File: config.mk
export PLATFORM = sky130hd
export DESIGN_NAME = raster_coord_tracker
export DESIGN_NICKNAME = d
export VERILOG_FILES = /design/src/rtl/raster_pkg.sv /design/src/rtl/axis_skid_buf.sv /design/src/rtl/raster_coord_tracker.sv
export SDC_FILE = /design/constraint.sdc
export NUM_CORES = 1
export LEC_CHECK = 0
export CAP_MARGIN = 40
export CORE_ASPECT_RATIO = 2
export CORE_MARGIN = 2
export CORE_UTILIZATION = 55
export DETAILED_ROUTE_END_ITERATION = 8
export PLACE_DENSITY_LB_ADDON = 0.08
export SYNTH_ARGS = -nofsm -noshare
export SYNTH_HDL_FRONTEND = slang
export SYNTH_SLANG_ARGS = --single-unit
File: constraint.sdc
create_clock -name clk -period 3.9 [get_ports clk]
set_clock_uncertainty 0.2 [all_clocks]
set_input_delay 0.585 -clock clk [delete_from_list [all_inputs] [get_ports clk]]
set_output_delay 0.585 -clock clk [all_outputs]
set_load 0.01 [all_outputs]
File: src/rtl/raster_pkg.sv
// Shared types and helpers for the raster coordinate tracker: skid buffer state
// encoding, coordinate width functions and default frame geometry.
package raster_pkg;

  localparam int DEFAULT_WIDTH  = 1080;
  localparam int DEFAULT_HEIGHT = 960;

  typedef enum logic [1:0] {
    SKID_EMPTY = 2'd0,
    SKID_ONE   = 2'd1,
    SKID_FULL  = 2'd2
  } skid_state_e;

  function automatic int x_coord_w(input int width);
    return $clog2(width) + 1;
  endfunction

  function automatic int y_coord_w(input int height);
    return $clog2(height) + 1;
  endfunction

endpackage

File: src/rtl/axis_skid_buf.sv
// Two-entry AXI-Stream skid buffer: main output register plus one skid register,
// registered ready, and a one-cycle out_fresh flag when the main register is reloaded.
module axis_skid_buf
  import raster_pkg::*;
#(
  parameter int PAYLOAD_W = 8
) (
  input  logic                 clk,
  input  logic                 reset,
  input  logic [PAYLOAD_W-1:0] in_payload,
  input  logic                 in_valid,
  output logic                 in_ready,
  output logic [PAYLOAD_W-1:0] out_payload,
  output logic                 out_valid,
  input  logic                 out_ready,
  output logic                 out_fresh
);

  skid_state_e          state_q, state_d;
  logic [PAYLOAD_W-1:0] main_q, main_d;
  logic [PAYLOAD_W-1:0] skid_q, skid_d;
  logic                 ready_q, ready_d;
  logic                 fresh_q, fresh_d;
  logic                 accept, xfer;

  assign accept = in_valid && ready_q;
  assign xfer   = (state_q != SKID_EMPTY) && out_ready;

  // NOTE: every signal written here gets a default first so no latch is inferred.
  always_comb begin
    state_d = state_q;
    main_d  = main_q;
    skid_d  = skid_q;
    fresh_d = 1'b0;
    unique case (state_q)
      SKID_EMPTY: if (accept) begin
        main_d  = in_payload;
        fresh_d = 1'b1;
        state_d = SKID_ONE;
      end
      SKID_ONE: begin
        if (accept && xfer) begin
          main_d  = in_payload;
          fresh_d = 1'b1;
        end else if (accept) begin
          skid_d  = in_payload;
          state_d = SKID_FULL;
        end else if (xfer) begin
          state_d = SKID_EMPTY;
        end
      end
      SKID_FULL: if (xfer) begin
        main_d  = skid_q;
        fresh_d = 1'b1;
        state_d = SKID_ONE;
      end
      default: state_d = SKID_EMPTY;
    endcase
    ready_d = (state_d != SKID_FULL);
  end

  // NOTE: state uses non-blocking assignments so all flops update from pre-edge values.
  // NOTE: the data registers are reset too, because the output payload must read 0 out of reset.
  always_ff @(posedge clk or posedge reset) begin
    if (reset) begin
      state_q <= SKID_EMPTY;
      main_q  <= '0;
      skid_q  <= '0;
      ready_q <= 1'b0;
      fresh_q <= 1'b0;
    end else begin
      state_q <= state_d;
      main_q  <= main_d;
      skid_q  <= skid_d;
      ready_q <= ready_d;
      fresh_q <= fresh_d;
    end
  end

  assign in_ready    = ready_q;
  assign out_valid   = (state_q != SKID_EMPTY);
  assign out_payload = main_q;
  assign out_fresh   = fresh_q;

endmodule

File: src/rtl/raster_coord_tracker.sv
// Tags each AXI-Stream pixel beat with its raster (X,Y), regenerating SOF/EOL.
// Define RASTER_SYNC_CHECK_EN to resynchronise on source tuser/tlast and flag mismatches.
module raster_coord_tracker
  import raster_pkg::*;
#(
  parameter int DATA_W = 16,
  parameter int WIDTH  = DEFAULT_WIDTH,
  parameter int HEIGHT = DEFAULT_HEIGHT,
  parameter int PPC    = 1
) (
  input  logic                           clk,
  input  logic                           reset,
  input  logic [DATA_W*PPC-1:0]          AXIS_IN_tdata,
  input  logic                           AXIS_IN_tvalid,
  output logic                           AXIS_IN_tready,
  input  logic                           AXIS_IN_tuser,
  input  logic                           AXIS_IN_tlast,
  output logic [DATA_W*PPC-1:0]          AXIS_OUT_tdata,
  output logic                           AXIS_OUT_tvalid,
  input  logic                           AXIS_OUT_tready,
  output logic                           AXIS_OUT_tuser,
  output logic                           AXIS_OUT_tlast,
  output logic [x_coord_w(WIDTH)-1:0]    OutX,
  output logic [y_coord_w(HEIGHT)-1:0]   OutY,
  output logic                           Frame_Done,
  output logic                           Sync_Err
);

  localparam int XW     = x_coord_w(WIDTH);
  localparam int YW     = y_coord_w(HEIGHT);
  localparam int BEAT_W = DATA_W * PPC;
  localparam int PW     = BEAT_W + XW + YW + 3;

  localparam logic [XW-1:0] X_LAST = XW'(WIDTH - PPC);
  localparam logic [XW-1:0] X_STEP = XW'(PPC);
  localparam logic [YW-1:0] Y_LAST = YW'(HEIGHT - 1);

  logic [XW-1:0] x_q, x_d, beat_x;
  logic [YW-1:0] y_q, y_d, beat_y;
  logic          beat_eol, beat_sof, beat_err;
  logic          sof_mismatch, eol_mismatch;
  logic          accept, out_fresh;
  logic [PW-1:0] in_payload, out_payload;

  assign accept = AXIS_IN_tvalid && AXIS_IN_tready;

`ifdef RASTER_SYNC_CHECK_EN
  assign sof_mismatch = AXIS_IN_tuser && (x_q != '0 || y_q != '0);
  assign eol_mismatch = AXIS_IN_tlast && (x_q != X_LAST);
`else
  logic unused_sync;
  assign sof_mismatch = 1'b0;
  assign eol_mismatch = 1'b0;
  assign unused_sync  = AXIS_IN_tuser ^ AXIS_IN_tlast;
`endif

  // A source SOF mismatch takes precedence: the beat restarts the frame and its tlast is not judged.
  always_comb begin
    beat_x   = x_q;
    beat_y   = y_q;
    beat_err = sof_mismatch || eol_mismatch;
    if (sof_mismatch) begin
      beat_x = '0;
      beat_y = '0;
    end
    beat_eol = (beat_x == X_LAST) || (!sof_mismatch && eol_mismatch);
    beat_sof = (beat_x == '0) && (beat_y == '0);

    x_d = x_q;
    y_d = y_q;
    if (accept) begin
      if (beat_eol) begin
        x_d = '0;
        y_d = (beat_y == Y_LAST) ? '0 : beat_y + YW'(1);
      end else begin
        x_d = beat_x + X_STEP;
        y_d = beat_y;
      end
    end
  end

  always_ff @(posedge clk or posedge reset) begin
    if (reset) begin
      x_q <= '0;
      y_q <= '0;
    end else begin
      x_q <= x_d;
      y_q <= y_d;
    end
  end

  assign in_payload = {beat_err, beat_sof, beat_eol, beat_y, beat_x, AXIS_IN_tdata};

  axis_skid_buf #(
    .PAYLOAD_W(PW)
  ) u_skid (
    .clk        (clk),
    .reset      (reset),
    .in_payload (in_payload),
    .in_valid   (AXIS_IN_tvalid),
    .in_ready   (AXIS_IN_tready),
    .out_payload(out_payload),
    .out_valid  (AXIS_OUT_tvalid),
    .out_ready  (AXIS_OUT_tready),
    .out_fresh  (out_fresh)
  );

  assign AXIS_OUT_tdata = out_payload[BEAT_W-1:0];
  assign OutX           = out_payload[BEAT_W +: XW];
  assign OutY           = out_payload[BEAT_W+XW +: YW];
  assign AXIS_OUT_tlast = out_payload[PW-3];
  assign AXIS_OUT_tuser = out_payload[PW-2];
  assign Sync_Err       = out_fresh && out_payload[PW-1];
  assign Frame_Done     = AXIS_OUT_tvalid && AXIS_OUT_tready && (OutX == X_LAST) && (OutY == Y_LAST);

endmodule

* After elaboration in Yosys (flattened, before gate mapping) *
Index checks and enable logic that the tools add are counted.

cells by class
  $add $sub $neg = 2
  equal/unequal tests = 10
  mux-type cells = 16
  bitwise operators = 1
  reductions and logical operators = 15

operator list
  kind                                                   count
  2-to-1 mux 42 bit                                      3
  one-hot mux 42 bit (3 select lines)                    1
  equality test 12 x 11 -> 1 bit, second input constant  2
  equality test 11 x 10 -> 1 bit, second input constant  2
  adder 12 x 1 -> 12 bit, second input constant          1
  zero test 12 bit                                       1
  2-to-1 mux 12 bit                                      1
  adder 11 x 1 -> 11 bit, second input constant          1
  zero test 11 bit                                       1
  2-to-1 mux 11 bit                                      1
  2-to-1 mux 2 bit                                       5
  logical AND 1 bit                                      7
  inequality test 2 x 1 -> 1 bit, second input constant  3
  one-hot mux 2 bit (3 select lines)                     1
  AND reduction 4 bit                                    1
  2-to-1 mux 1 bit                                       3
  one-hot mux 1 bit (3 select lines)                     1
  AND reduction 3 bit                                    1
  nonzero test 3 bit                                     1
  equality test 2 x 1 -> 1 bit, second input constant    1
  equality test 2 bit, second input constant             1
  zero test 2 bit                                        1
  inequality test 2 bit, second input constant           1
  AND reduction 2 bit                                    1
  other kinds (2)                                        2

word-level totals
  bits in registers = 110
  input bits = 22

* Longest topological paths before layout *
Gate-level depths: netlist (run 1).

  depth after elaboration = 7
  mapped depth = 7
  depth with buffers taken out = 6

* Modules after synthesis *
A second synthesis (run 1) with hierarchy kept.

unflattened totals
  cells, all modules = 400
  area, all modules = 5176.2 um^2

by module, submodules not included
  module                instances  cells an instance  area each (um^2)
  axis_skid_buf         1          252                3797.4
  raster_coord_tracker  1          148                1378.8

* Least setup slack after synthesis (run 1) *
OpenSTA, ideal clock, no wires.

  path kind = input port to flip-flop
  from = input AXIS_IN_tvalid
  to = register u_skid.skid_q[10]
  arrival time = 1582 ps
  data required time = 3575 ps
  setup slack = 1993 ps
  stages = 4
  cell sequence = nand2_1 -> nor3_2 -> buf_2 -> mux2_2

between the ends
  longest elaborated chain between the ends = 4

ends and longest elaborated chain
  what                               line                        source
  start: declaration                 raster_coord_tracker.sv:14  input logic AXIS_IN_tvalid,
  logical AND 1 bit (*)              axis_skid_buf.sv:26         assign accept = in_valid && ready_q;
  logical AND 1 bit                  axis_skid_buf.sv:42         if (accept && xfer) begin
  inverter 1 bit (no line)           -
  AND reduction 3 bit (no line) (*)  -
  end signal: assignment             axis_skid_buf.sv:74         skid_q <= skid_d;
  end: declaration                   axis_skid_buf.sv:21         logic [PAYLOAD_W-1:0] skid_q, skid_d;

Every way passes the cells marked *; elsewhere a longest branch is shown, timed or not.
A chain may end at the register's enable or synchronous reset.

* Worst setup path in the final report (run 1) *
  from = input AXIS_OUT_tready
  to = output Frame_Done

between the ends
  longest elaborated chain between the ends = 3

ends and longest elaborated chain
  what                            line                         source
  start: declaration              raster_coord_tracker.sv:20   input logic AXIS_OUT_tready,
  logical AND 1 bit (3 in a row)  raster_coord_tracker.sv:114  assign Frame_Done = AXIS_OUT_tvalid && AXIS_OUT_tready && (OutX == X_LAST) && (OutY == Y_LAST);
  end: declaration                raster_coord_tracker.sv:25   output logic Frame_Done,

No other way between the ends.

==> results.md, run 1 <==
- Synth Instances: 471
- Antenna-violating nets left: 0
- Root buf cell: clkbuf_16
- CP Launch Type: primary input
- Syn Nets: slightly below 500
- Die Span Y: about 140 um
- Power Density: a little under 700 nW/um2
- CP max-delay cell: clkdlybuf4s50_1
- Full die area: 9680 um2
- GP Congestion: roughly 0.79
- Final Core Density: 0.680
- Synth Area in Simple Gates: 0.191
- First-pass detailed-route iteration total: 4
- Setup crit end kind: output pin
- CP max stage delay: 630 ps
- CP max FO: 8
- CP required: approximately 3100 ps
- CTS sink cnt: 108
- Fin. max-slew vios: 0
- Critical Path, Cell by Cell: clkdlybuf4s50_1 > nand4b_1 > nor3_1 > and4_1 > clkdlybuf4s50_1
- Total power: between 4 and 5 mW
- Final-report setup violation count: 0
- Worst skew pair latency: 340 ps
- Mapped cell area: 4880 um2
- Starting Density: 0.564
- Via count: 3662
- Vias in the first global route: 3734
- Initial antenna violation count: 0
- DP HPWL: 7300 um
- Starting DRT DRC Count: 297
- Peak supply drop: between 0.4 and 0.5 mV
- Clock tree buffer depth: 2
- YS warnings: 0
- Outcome: finished clean
- Drc violations: 0
- Routed WL: 10600 um
- H-tree Lvls: 3
- Pre-CTS setup slack: around 740 ps
- PostCTS Resize Cnt: 0
- Worst-margin pin slew: 741 ps
- Crit path top cell by count: clkdlybuf4s50_1
- TritonCTS Buffers: 9
- Overall Global Routing Usage: 0.231
- Slew Limit Headroom: 0.506
- Final nets: 549
- Timing-limited maximum frequency: 319 MHz
- Antenna cells: 0
- # hold bufs at CTS: 0
- Proportion of synthesized area in mux cells: 0.0965
- Compound-Gate Fraction of Synth Area: 0.0872
- Share of flip-flops with an asynchronous set or reset: 1.00
- Leakage: ~2.5 nW
- Maxcap violations: 0
- Fraction of layout cells with a size suffix above 1: 0.139
- Hold WC Path Type: register to register
- Clock-pin slew on the worst setup and hold paths: 70 ps
- Fin. Hold Viols: 0
- Seq cells post-synth: around 110
- Period utilization: 0.804
- Number of synthesized flops with an enable pin: 0
- Drt wl/cell: 16.8 um
- RSZ-0062 raised after global routing: no
- Fin worst setup slack: 763 ps
- Mean post-synth cell area: 10.4 um2
- Ports: 67
- IO Port Bufs: 63
- CTS tree: built
- WP data arrival: roughly 2400 ps
- First-pass GRT wire length: 17600 um
- Total core area: ~8600 um2
- Synth Area in XOR/XNOR: 0.0216
- WS Path Type: primary input to output pin
- Post CTS Setup Buffer Count: 0
- Pin count of the biggest net entering global routing: 54
- Register area share after synthesis: 0.554
- GRT overflow: 0
- Drt via density: around 5.8
- Area Overhead vs Synth: 20.6%
- Top_reg_cell synth: dfrtp_1
- Row cnt: 48
- Die extent in x: a little over 70 um
- Largest family of logic cells by synthesized area: simple AND/OR/NAND/NOR gates
- Fin crit period: between 3000 and 4000 ps
- Setup TNS: 0 ps
- Adder-cell share of the synthesized area: 0.0103
- Count of cell types in the netlist: slightly above 50
==> report_power, final <==
part           switching, mW  internal, mW  total (mW)
clock network          0.393         0.557       0.951
logic                  0.621         0.727        1.35
registers              0.280          1.48        1.76
==> cell usage after synthesis (2+ instances only) <==
cell / number / area (um2)
xnor2_1: 9 / 78.8
xor2_1: 3 / 26.3
buf_6: 2 / 22.5
mux2i_1: 2 / 20.0
nor2b_1: 2 / 12.5
inv_1: 8 / 30.0
nand4b_1: 4 / 35.0
buf_2: 14 / 70.1
buf_1: 3 / 11.3
nand2b_1: 2 / 12.5
nand2_1: 89 / 334
o21ai_0: 8 / 40.0
nand3_1: 12 / 60.1
ha_1: 4 / 50.1
mux2_2: 40 / 450
nor3_1: 2 / 10.0
and4_1: 4 / 35.0
nand4_1: 6 / 37.5
nor2_1: 54 / 203
or4_1: 2 / 15.0
a31oi_1: 40 / 250
clkbuf_1: 10 / 37.5
and3_1: 4 / 25.0
buf_4: 2 / 15.0
dfrtp_1: 108 / 2700
a21oi_1: 12 / 60.1
==> per-layer routing <==
| layer | vias up | wire length (um) | track usage |
|---|---|---|---|
| met3 | 13 | 374 | 0.0361 |
| met4 | 0 | 169 | 0.0818 |
| met2 | 75 | 5830 | 0.436 |
| met5 | - | 0 | 0 |
| li1 | 1737 | - | - |
| met1 | 1837 | 4170 | 0.259 |
==> worst paths after layout <==
check / startpoint / slack, ps / endpoint / cells past startpoint
max reg2reg: beat_x[0] / 1610 / beat_y[6] / 5
min reg2reg: u_skid.out_payload[39] / 300 / u_skid.out_payload[39] / 1
min: u_skid.out_payload[39] / 300 / u_skid.out_payload[39] / 1
max: AXIS_OUT_tready / 760 / Frame_Done / 5
min in group asynchronous: reset / 500 / u_skid.skid_q[3] / 2
max in group asynchronous: reset / 2280 / u_skid.out_payload[9] / 3
==> area by class of cell <==
| cell class | instances | area [um2] |
|---|---|---|
| inverter | 8 | 32.5 |
| sequential | 108 | 2700 |
| clock inverter | 5 | 77.6 |
| fill | 731 | 2770 |
| timing repair buffer | 72 | 711 |
| tap | 100 | 125 |
| multi-input combinational | 324 | 2000 |
| clock buffer | 10 | 229 |
==> critical path: cells and delay by family <==
family | cells | cell delay, ps
and+or+nand+nor | 3 | 590
buffers and inverters | 2 | 1170
==> metrics by stage <==
step                hold slack (ps)  cell area, um2  std cells
floorplan                       281            4880        471
global placement                286            5570        612
detailed placement              294            5570        612
CTS                             309            5880        627
global route                    321            5880        627
finish                          302            5880        627
==> placed cells by master (no fill, tap or decap), types with 2 or more instances in the layout <==
| cell | count |
|---|---|
| and4_1 | 4 |
| nand4b_1 | 4 |
| buf_4 | 8 |
| nand2b_1 | 2 |
| mux2_2 | 40 |
| clkbuf_16 | 9 |
| mux2i_1 | 2 |
| ha_1 | 4 |
| a21oi_1 | 12 |
| bufinv_16 | 2 |
| a31oi_1 | 40 |
| xor2_1 | 3 |
| nand2_1 | 89 |
| and3_1 | 4 |
| nand4_1 | 6 |
| inv_1 | 7 |
| clkdlybuf4s50_1 | 63 |
| nand3_1 | 12 |
| nor3_1 | 2 |
| xnor2_1 | 9 |
| dfrtp_1 | 108 |
| clkinv_2 | 2 |
| or4_1 | 2 |
| o21ai_0 | 8 |
| nor2_1 | 54 |
==> logic make-up after synthesis <==
logic type	count (synthesis)
simple gates	196
xor+xnor	12
flops	108
compound gates	69
other cells	1
buf+inv	39
fa+ha+maj	4
mux	42
==> registers in the layout, indices dropped and copies added (netlist names) <==
name,cells
u_skid.out_payload,41
beat_x,12
u_skid.in_ready,1
u_skid.state_q,2
u_skid.skid_q,41
beat_y,11
No activity file was read; power rests on OpenSTA's default activity.
==> run 2: changes to the inputs <==
--- a/config.mk
+++ b/config.mk
@@ -8,7 +8,7 @@
 export CAP_MARGIN = 40
 export CORE_ASPECT_RATIO = 2
 export CORE_MARGIN = 2
-export CORE_UTILIZATION = 55
+export CORE_UTILIZATION = 49
 export DETAILED_ROUTE_END_ITERATION = 8
 export PLACE_DENSITY_LB_ADDON = 0.08
 export SYNTH_ARGS = -nofsm -noshare
==> constraint.sdc (replaced) <==
create_clock -name clk -period 2.8 [get_ports clk]
set_clock_uncertainty 0.2 [all_clocks]
set_input_delay 0.42 -clock clk [delete_from_list [all_inputs] [get_ports clk]]
set_output_delay 0.42 -clock clk [all_outputs]
set_load 0.01 [all_outputs]
==> run 2 against run 1 <==
Die area increased by 12%. Sequential cell count unchanged. Critical path type is now register to output pin. Register-to-register slack got worse by 1000 ps. Design area increased by 1.4%. Final cell count increased by 6.1%. Sequential power increased by 39%. Routed wire length increased by 0.53%. First-iteration DRC count decreased by 46%. Worst setup slack got worse by 650 ps.
==> results.md, run 2 (synthesized netlist as in run 1, its figures left out) <==
- IO Port Bufs: 63 (unchanged)
- WS Path Type: register to output pin (was primary input to output pin)
- Total power: 5.57 mW (was 4.06 mW)
- Leakage: 2.53 nW (was 2.51 nW)
- Starting Density: 0.503 (was 0.564)
- TritonCTS Buffers: 9 (unchanged)
- Fin crit period: 2690 ps
- Starting DRT DRC Count: 159 (was 297)
- Via count: 3652 (was 3662)
- Timing-limited maximum frequency: 372 MHz
- Initial antenna violation count: 0 (unchanged)
- Fin. max-slew vios: 0 (unchanged)
- Worst skew pair latency: 350 ps (was 340 ps)
- Drc violations: 0 (unchanged)
- Full die area: 10800 um2 (was 9680 um2)
- Drt via density: 5.49 (was 5.84)
- Total core area: 9700 um2 (was 8650 um2)
- Die Span Y: 145 um (was 137 um)
- CTS sink cnt: 108 (unchanged)
- # hold bufs at CTS: 0 (unchanged)
- Antenna cells: 0 (unchanged)
- Part of the power in the clock network: 0.221 (was 0.234)
- First-pass detailed-route iteration total: 5 (was 4)
- Root buf cell: clkbuf_16 (unchanged)
- PostCTS Resize Cnt: 0 (unchanged)
- Setup TNS: 0 ps (unchanged)
- WP data arrival: 2070 ps (was 2350 ps)
- Outcome: finished clean (unchanged)
- Leading cell type in the layout, fill and taps excluded: dfrtp_1 (unchanged)
- DP HPWL: 7160 um (was 7300 um)
- Final-report setup violation count: 0 (unchanged)
- Ports: 67 (unchanged)
- Hold WC Path Type: register to register (unchanged)
- Cell-internal power: 3.71 mW (was 2.76 mW)
- Switching share of total power: 0.333 (was 0.319)
- Period utilization: 0.959
- Hold slack: 305 ps (was 302 ps)
- CTS tree: built (unchanged)
- Clock-pin slew on the worst setup and hold paths: 70 ps (about the same)
- Total net switching power: 1.86 mW (was 1.29 mW)
- CP max-delay cell: clkdlybuf4s50_1 (unchanged)
- Critical Path, Cell by Cell: nor4b_1 > and4_1 > clkdlybuf4s50_1 (was clkdlybuf4s50_1 > nand4b_1 > nor3_1 > and4_1 > clkdlybuf4s50_1)
- Drt wl/cell: 16.0 um (was 16.8 um)
- RSZ-0062 raised after global routing: no (unchanged)
- Overall Global Routing Usage: 0.207 (was 0.231)
- Post CTS Setup Buffer Count: 0 (unchanged)
- Peak supply drop: 0.520 mV (was 0.433 mV)
- Power Density: 935 nW/um2 (was 690 nW/um2)
- Pin count of the biggest net entering global routing: 109 (was 54)
- CP max stage delay: 540 ps (was 630 ps)
- Maxcap violations: 0 (unchanged)
- Vias in the first global route: 3451 (was 3734)
- Die extent in x: 74.5 um (was 70.6 um)
- Worst-margin pin slew: 642 ps (was 741 ps)
- Comb pwr share: 0.340 (was 0.332)
- Slew Limit Headroom: 0.572 (was 0.506)
- CP required: 2180 ps (was 3120 ps)
- Antenna-violating nets left: 0 (unchanged)
- Row cnt: 51 (was 48)
- Area Overhead vs Synth: 22.2% (was 20.6%)
- Fin. Hold Viols: 0 (unchanged)
- Most frequent cells in the layout: dfrtp_1, nand2_1, clkdlybuf4s50_1 (unchanged)
- Final nets: 554 (was 549)
- Fraction of layout cells with a size suffix above 1: 0.150 (was 0.139)
- First-pass GRT wire length: 17500 um (was 17600 um)
- H-tree Lvls: 3 (unchanged)
- Routed WL: 10600 um (about the same)
- CP Launch Type: register (was primary input)
- Power share of the sequential group: 0.438 (was 0.434)
- GRT overflow: 0 (unchanged)
- CP max FO: 3 (was 8)
- Clock tree buffer depth: 2 (unchanged)
- GP Congestion: 0.779 (was 0.794)
- Setup crit end kind: output pin (unchanged)
run 2: changes by cell type in the layout (fill, tap and decap cells not counted), sizes merged:
cell / before / now
clkinvlp: 1 / 3
buf: 9 / 14
bufinv: 2 / 0
inv: 8 / 11
clkbuf: 10 / 9
clkinv: 2 / 1
run 2: worst paths after layout:
| kind | startpoint | endpoint | slack [ps] | cells after the start |
|---|---|---|---|---|
| worst max-delay path | u_skid.out_payload[22] | Frame_Done | 110 | 3 |
| worst min-delay path | u_skid.out_payload[39] | u_skid.out_payload[39] | 310 | 1 |
| worst max register to register | beat_y[0] | beat_y[3] | 580 | 5 |
| worst min register to register | u_skid.out_payload[39] | u_skid.out_payload[39] | 310 | 1 |
| max in group asynchronous | reset | u_skid.skid_q[31] | 1600 | 3 |
| min in group asynchronous | reset | u_skid.out_payload[15] | 370 | 3 |
run 2: routing by layer:
layer / track usage / wire [um] / up-vias
li1: - / - / 1749
met1: 0.261 / 4440 / 1801
met2: 0.355 / 5610 / 85
met3: 0.0264 / 351 / 17
met4: 0.0750 / 201 / 0
met5: 0 / 0 / -
run 2: critical path: cells and delay by family, from the launching register on:
kind,cells,cell delay [ps]
buf+inv,1,540
flops,1,410
simple gates,2,770
run 2: per-stage QoR:
stage / instances / utilization / worst slack, ps / instance area, um2
4_1_cts: 665 / 0.614 / 87.8 / 5960
2_1_floorplan: 471 / - / 878 / 4880
3_3_place_gp: 649 / 0.585 / 145 / 5680
5_1_grt: 665 / 0.614 / 26.5 / 5960
3_5_place_dp: 649 / 0.585 / 153 / 5680
6_report: 665 / 0.614 / 114 / 5960
run 2: final cells by class:
class                           instances  area [um2]
Fill cell                             850        3740
Sequential cell                       108        2700
Multi-Input combinational cell        324        2000
Timing Repair Buffer                   77         773
Clock buffer                            9         225
Tap cell                              132         165
Clock inverter                          7        57.6
Inverter                                8        33.8
run 2: power groups by stage:
stage          Combinational [mW]  Sequential [mW]  Clock [mW]
3_5_place_dp                 1.92             2.48           0
3_3_place_gp                 1.89             2.46           0
4_1_cts                      1.93             2.45        1.26
5_1_grt                      2.08             2.52        1.31
2_1_floorplan               0.968             2.50           0
6_report                     1.90             2.44        1.23
